### src/rtl/nrisc_control_fsm.sv
// nrisc_control_fsm
//   Multi-cycle control unit for the 8-bit nRISC core. It steps the shared
//   datapath through FETCH, DECODE, EXEC, MEM and WB. It handshakes with a
//   variable-latency memory via mem_ready and counts retired instructions.
//
// Ports
//   clock      in   system clock, rising edge
//   reset      in   asynchronous active-high reset (state IDLE, counter 0)
//   opcode     in   instruction register bits [7:5], valid from DECODE on
//   alu_zero   in   ALU zero flag (combinational from datapath)
//   mem_ready  in   memory completes the current access this cycle
//   pc_write   out  load PC
//   pc_src     out  0 = PC+1, 1 = PC + zero-extended imm
//   ir_write   out  load instruction register
//   mem_read   out  memory read request (held until mem_ready)
//   mem_write  out  memory write request (held until mem_ready)
//   iord       out  memory address source: 0 = PC, 1 = ALU result register
//   reg_write  out  register file write strobe
//   mem_to_reg out  write-back source: 0 = ALU result, 1 = memory data
//   alu_op     out  00 ADD, 01 SUB, 10 AND
//   alu_src_b  out  00 reg B, 01 zero-extended imm, 10 constant 1
//   halted     out  high while in HALT
//   retired    out  completed-instruction count, wraps modulo 256
//
// The control outputs are decoded from the state register and the opcode
// latched in DECODE. They are not registered, so that an asynchronous
// reset removes a pending memory request at once. Only the FETCH
// strobes and the BEQ pc_write also look at mem_ready or alu_zero.

module nrisc_control_fsm #(
  parameter logic [2:0] HALT_OP = 3'b111
) (
  input  logic       clock,
  input  logic       reset,
  input  logic [2:0] opcode,
  input  logic       alu_zero,
  input  logic       mem_ready,
  output logic       pc_write,
  output logic       pc_src,
  output logic       ir_write,
  output logic       mem_read,
  output logic       mem_write,
  output logic       iord,
  output logic       reg_write,
  output logic       mem_to_reg,
  output logic [1:0] alu_op,
  output logic [1:0] alu_src_b,
  output logic       halted,
  output logic [7:0] retired
);

  typedef enum logic [2:0] {
    S_IDLE   = 3'd0,
    S_FETCH  = 3'd1,
    S_DECODE = 3'd2,
    S_EXEC   = 3'd3,
    S_MEM    = 3'd4,
    S_WB     = 3'd5,
    S_HALT   = 3'd6
  } state_t;

  localparam logic [2:0] OP_ADD  = 3'b000;
  localparam logic [2:0] OP_SUB  = 3'b001;
  localparam logic [2:0] OP_AND  = 3'b010;
  localparam logic [2:0] OP_LW   = 3'b011;
  localparam logic [2:0] OP_SW   = 3'b100;
  localparam logic [2:0] OP_ADDI = 3'b101;
  localparam logic [2:0] OP_BEQ  = 3'b110;

  localparam logic [1:0] ALU_ADD = 2'b00;
  localparam logic [1:0] ALU_SUB = 2'b01;
  localparam logic [1:0] ALU_AND = 2'b10;

  localparam logic [1:0] SRCB_REG = 2'b00;
  localparam logic [1:0] SRCB_IMM = 2'b01;

  state_t     state;
  logic [2:0] op_q;

  // State sequencing, opcode capture and retired-instruction counter.
  // The counter steps on the edge that leaves the final state of an instruction.
  always_ff @(posedge clock or posedge reset) begin
    if (reset) begin
      state   <= S_IDLE;
      op_q    <= 3'b000;
      retired <= 8'd0;
    end else begin
      case (state)
        S_IDLE: begin
          state <= S_FETCH;
        end
        S_FETCH: begin
          if (mem_ready) begin
            state <= S_DECODE;
          end else begin
            state <= S_FETCH;
          end
        end
        S_DECODE: begin
          op_q <= opcode;
          // HALT is checked first, so it wins even if HALT_OP aliases a listed opcode.
          if (opcode == HALT_OP) begin
            state <= S_HALT;
          end else begin
            state <= S_EXEC;
          end
        end
        S_EXEC: begin
          case (op_q)
            OP_LW, OP_SW: state <= S_MEM;
            OP_BEQ: begin
              state   <= S_FETCH;
              retired <= retired + 8'd1;
            end
            default: state <= S_WB;
          endcase
        end
        S_MEM: begin
          if (mem_ready) begin
            if (op_q == OP_LW) begin
              state <= S_WB;
            end else begin
              state   <= S_FETCH;
              retired <= retired + 8'd1;
            end
          end else begin
            state <= S_MEM;
          end
        end
        S_WB: begin
          state   <= S_FETCH;
          retired <= retired + 8'd1;
        end
        S_HALT: begin
          state <= S_HALT;
        end
        default: begin
          state <= S_IDLE;
        end
      endcase
    end
  end

  // Control-output decode from state, latched opcode and the two live flags.
  always_comb begin
    pc_write   = 1'b0;
    pc_src     = 1'b0;
    ir_write   = 1'b0;
    mem_read   = 1'b0;
    mem_write  = 1'b0;
    iord       = 1'b0;
    reg_write  = 1'b0;
    mem_to_reg = 1'b0;
    alu_op     = ALU_ADD;
    alu_src_b  = SRCB_REG;
    halted     = 1'b0;
    case (state)
      S_FETCH: begin
        mem_read = 1'b1;
        iord     = 1'b0;
        // The IR/PC load happens only on the edge that completes the read.
        if (mem_ready) begin
          ir_write = 1'b1;
          pc_write = 1'b1;
        end else begin
          ir_write = 1'b0;
          pc_write = 1'b0;
        end
      end
      S_EXEC: begin
        case (op_q)
          OP_SUB: begin
            alu_op    = ALU_SUB;
            alu_src_b = SRCB_REG;
          end
          OP_AND: begin
            alu_op    = ALU_AND;
            alu_src_b = SRCB_REG;
          end
          OP_LW, OP_SW, OP_ADDI: begin
            alu_op    = ALU_ADD;
            alu_src_b = SRCB_IMM;
          end
          OP_BEQ: begin
            // Compare by subtraction; take the branch only when the result is zero.
            alu_op    = ALU_SUB;
            alu_src_b = SRCB_REG;
            pc_src    = 1'b1;
            pc_write  = alu_zero;
          end
          default: begin
            alu_op    = ALU_ADD;
            alu_src_b = SRCB_REG;
          end
        endcase
      end
      S_MEM: begin
        iord = 1'b1;
        if (op_q == OP_LW) begin
          mem_read = 1'b1;
        end else begin
          mem_write = 1'b1;
        end
      end
      S_WB: begin
        reg_write = 1'b1;
        if (op_q == OP_LW) begin
          mem_to_reg = 1'b1;
        end else begin
          mem_to_reg = 1'b0;
        end
      end
      S_HALT: begin
        halted = 1'b1;
      end
      default: begin
        halted = 1'b0;
      end
    endcase
  end

endmodule
### config.mk
export PLATFORM = sky130hd
export DESIGN_NAME = nrisc_control_fsm
export DESIGN_NICKNAME = d
export VERILOG_FILES = /design/src/rtl/nrisc_control_fsm.sv
export SDC_FILE = /design/constraint.sdc
export NUM_CORES = 1
export LEC_CHECK = 0
export ABC_AREA = 1
export CAP_MARGIN = 20
export CORE_MARGIN = 3
export CORE_UTILIZATION = 45
export CTS_BUF_LIST = sky130_fd_sc_hd__clkbuf_8
export DETAILED_ROUTE_END_ITERATION = 12
export GPL_TIMING_DRIVEN = 0
export PLACE_DENSITY = 0.81
export SLEW_MARGIN = 30
export SYNTH_ARGS = -nofsm -noshare
export SYNTH_HDL_FRONTEND = slang
export SYNTH_SLANG_ARGS = --single-unit
### constraint.sdc
create_clock -name clock -period 2.85 [get_ports clock]
set_input_delay 0.57 -clock clock [delete_from_list [all_inputs] [get_ports clock]]
set_output_delay 0.57 -clock clock [all_outputs]
set_load 0.05 [all_outputs]
# Word-level counts from Yosys, hierarchy flattened
# Index checks and enable logic that the tools add are counted.
[classes] reduce_logical=7 mux=28 add_sub_neg=1 n_eq_ne=16
[op_table] cell="$mux W8" n=3
[op_table] cell="$pmux W8 S3" n=1
[op_table] cell="$eq A3 B3 Y1 const B" n=7
[op_table] cell="$pmux W3 S6" n=1
[op_table] cell="$mux W1" n=14
[op_table] cell="$eq A3 B2 Y1 const B" n=4
[op_table] cell="$mux W3" n=3
[op_table] cell="$add A8 B1 Y8 const B" n=1
[op_table] cell="$eq A3 B1 Y1 const B" n=2
[op_table] cell="$pmux W3 S2" n=1
[op_table] cell="$reduce_or A2 Y1" n=3
[op_table] cell="$mux W2" n=2
[op_table] cell="$ne A2 B2 Y1 const B" n=2
[op_table] cell="$pmux W1 S2" n=2
[op_table] cell="$pmux W2 S2" n=1
[op_table] cell="$reduce_and A4 Y1" n=1
[op_table] cell="$logic_not A3 Y1" n=1
[op_table] cell="$reduce_bool A3 Y1" n=1
[op_table] cell="$reduce_or A3 Y1" n=1
[op_table] cell="$ne A2 B1 Y1 const B" n=1
[word_totals] ff_bits=14 output_inout_bits=21 input_bits=7

# Depth between registers and ports, before layout
[depth] depth_word=4 depth_mapped=8

# Least setup slack after synthesis
# OpenSTA, ideal clock, no wires.
[synth_path] path_kind="register to output" start="reg state[1]" end="out mem_write" t_arrival_ns=1.877 path_stages_with_launch=6 n_path_buf=0 setup_slack_ns=0.403 path_cell_list="dfrtp_1 > inv_2 > nand2_4 > nor2_4 > inv_1 > a31oi_1"
[synth_via] elab_chain_len=2
[synth_rtl] item="start, declared" line_no="77" rtl="state_t state;"
[synth_rtl] item="start signal, assigned" line_no="84" rtl="state <= S_IDLE;"
[synth_rtl] item="start signal, assigned" line_no="90" rtl="state <= S_FETCH;"
[synth_rtl] item="start signal, assigned" line_no="94" rtl="state <= S_DECODE;"
[synth_rtl] item="$eq A3 B3 Y1" line_no="157" rtl="case (state)"
[synth_rtl] item="$mux W1" line_no="157"
[synth_rtl] item="end, declared" line_no="42" rtl="output logic mem_write,"
# Every way passes these cells.

# Worst setup path after layout
[layout_path] start="reg state[2]" end="out alu_op[0]"
[layout_via] elab_chain_len=2
[layout_rtl] item="$eq A3 B2 Y1" line_no="157"
[layout_rtl] item="$mux W2" line_no="157"
[layout_rtl] item="end, declared" line_no="46" rtl="output logic [1:0] alu_op,"
# Every way passes these cells.

==> out/results.txt <==
Status: complete, no violations
Register area share after synthesis: 38.6%
Post-CTS sizing: 0
Global-route wire length before repair: 3730 um
Max Transition Viols Final: 0
Distinct cells, synth: 23
Achievable frequency: 0.371 GHz
Crit path time final: 2.69 ns
Clk buf depth: 2
Initial antenna violation count: 0
Core area: 1820 um^2
Hold path cells: 2
Number of remaining DRC errors: 0
Synth area leaders: dfrtp_1, nand2_1, nand3_1
Final Non-Filler Cells: 180
HP Start: retired[7]
Avg Cell Area, Syn: 7.27 um^2
Initial Utilization: 49.9%
Power, Total: 0.00125 W
Leakage power: 0.590 nW
Final hold slack: 0.538 ns
IO buf count: 26
H-tree Lvls: 1
Total Routing Usage GR: 19.2%
Multi-input combinational cell area: 487 um^2
Post-synth top area share: 38.6%
Total gr overflow: 0
CTS Root Cell: clkbuf_8
Clock-pin slew on the worst setup and hold paths: 0.06 ns
Via count: 888
Final worst-path cycle share: 94.5%
WL/cell: 11.8 um
Slew HR: 63.8%
Chip width: 50.9 um
Most instantiated library cell after synthesis: nand2_1
Critical Path RT: 2.28 ns
R2r startpoint: op_q[0]
Storage cell area: 350 um^2
VDD IR max: 0.726 mV
PwrDens: 999 nW/um^2
Post-route ant nets: 0
Vias in the first global route: 858
Worst-skew pair later-pin latency: 0.25 ns
Dpl cells: 176
Synthesized area: 908 um^2
Die height: 50.9 um
Startpoint types: flip-flop
CTS Buf Count: 3
Postcts setup bufs: 0
Final setup fails: 0
Syn Nets: 133
Row count: 15
Setup Skew: 0.00353 ns
Drt total wl: 2130 um
Post-synth top cells: nand2_1, inv_1, dfrtp_1, nand3_1, nor2_1
Largest net degree at the start of global routing: 15
Final GP Congestion: 0.858
FF-to-FF setup slack: 1.50 ns
Setup Slack @ Placement: 0.238 ns
Nets: 164
Critical path class: flip-flop to output port
Post-synth EDFFs: 0
Hold Violations, Final: 0
Ant. Diodes: 0
Final HPWL DP: 1610 um
Cells after Synth: 125
IO Pins: 28
Setup TNS: 0 ns
Reg-to-Reg End: retired[3]
Seq cells post-synth: 14
Fraction of layout cells with a size suffix above 1: 11.0%
DRT Pass-1 Iters: 4
Post-route setup slack: 0.157 ns
Worst min path class: flip-flop to flip-flop
Area grow syn2layout: 38.2%
Worst Setup SP: state[2]
Worst Path Arrival: 2.12 ns
Cts hold-fix bufs: 0
Synth area leader: dfrtp_1
CTS tree: built
RSZ-0062 raised after global routing: no
Via-to-Cell Ratio: 4.93
Number of max-cap violations: 0
Crit-path max FO: 4
R2R depth: 8
Yosys warnings: 0
Share of flip-flops with an asynchronous set or reset: 100%
WHS Endpoint: retired[7]
Filler cell count: 159
Crit end category: output port
DRT iter0 DRCs: 19
Slew @ Worst Pin: 0.543 ns
Post-synth top flop: dfrtp_1
Clock sink count: 14
Die footprint: 2590 um^2
routing by layer:
layer	GRT usage [%]	up-vias	share of wire, %
met5	0	-	0
met4	7.17	0	1.3
met3	5.25	4	5.1
met2	30.3	21	49
met1	25.0	407	44
li1	-	456	-
metrics by stage:
step           area (um^2)  util (%)
6_report              1250      68.9
5_1_grt               1250      68.9
4_1_cts               1250      68.9
3_5_place_dp          1200      65.9
3_3_place_gp          1200      65.9
2_1_floorplan          908         -
final cells by class:
cell class | instances | share of cell area, %
buffer | 1 | 0.598
clock buffer | 4 | 4.39
inverter | 17 | 5.08
multi-input combinational | 93 | 38.8
sequential | 14 | 27.9
tap | 25 | 2.49
timing repair buffer | 26 | 20.7
cells by family (layout without fill, tap and decap cells):
family	after synthesis	count (layout)	synth area share, %
adder cells (fa/ha/maj)	1	1	1.38
other	1	1	0.413
AND/OR/NAND/NOR	76	76	41.2
buffers and inverters	18	48	7.85
AO/OA/AOI/OAI	12	12	7.71
XOR/XNOR	3	3	2.89
flip-flops	14	14	38.6
worst max-delay path, cell delays in order, from the launching register on:
cell	delay, ns
dfrtp_1	0.44
inv_2	0.09
nand2_2	0.08
nor2_4	0.12
inv_1	0.09
o21ai_0	0.21
clkdlybuf4s50_1	0.84
registers in the layout (all words and copies together) (netlist names):
name / cells
state: 3
op_q: 3
retired: 8
power breakdown:
part           internal (W)  switching, W
sequential         0.000265     0.0000905
combinational      0.000221      0.000478
clock              0.000123     0.0000763
layout by cell type, fill, tap and decap left out, types with 2 or more instances in the layout:
master and n:
clkbuf_8 4, clkdlybuf4s50_1 26, dfrtp_1 14, inv_1 15, inv_2 2, nand2_1 39, nand2_2 3, nand2_4 3
nand3_1 14, nor2_1 10, nor2_4 2, nor3_1 3, o211ai_1 3, o21ai_0 5, xor2_1 2
worst max path at each step:
stage,depth (start not counted),to,slack (ns)
global route,8,pc_write,0.02
finish,6,alu_op[0],0.16
global placement,4,pc_write,0.25
detailed placement,4,pc_write,0.24
floorplan,5,mem_write,0.40
CTS,6,mem_write,0.16
Note: power is estimated with default switching activity, not from simulation.
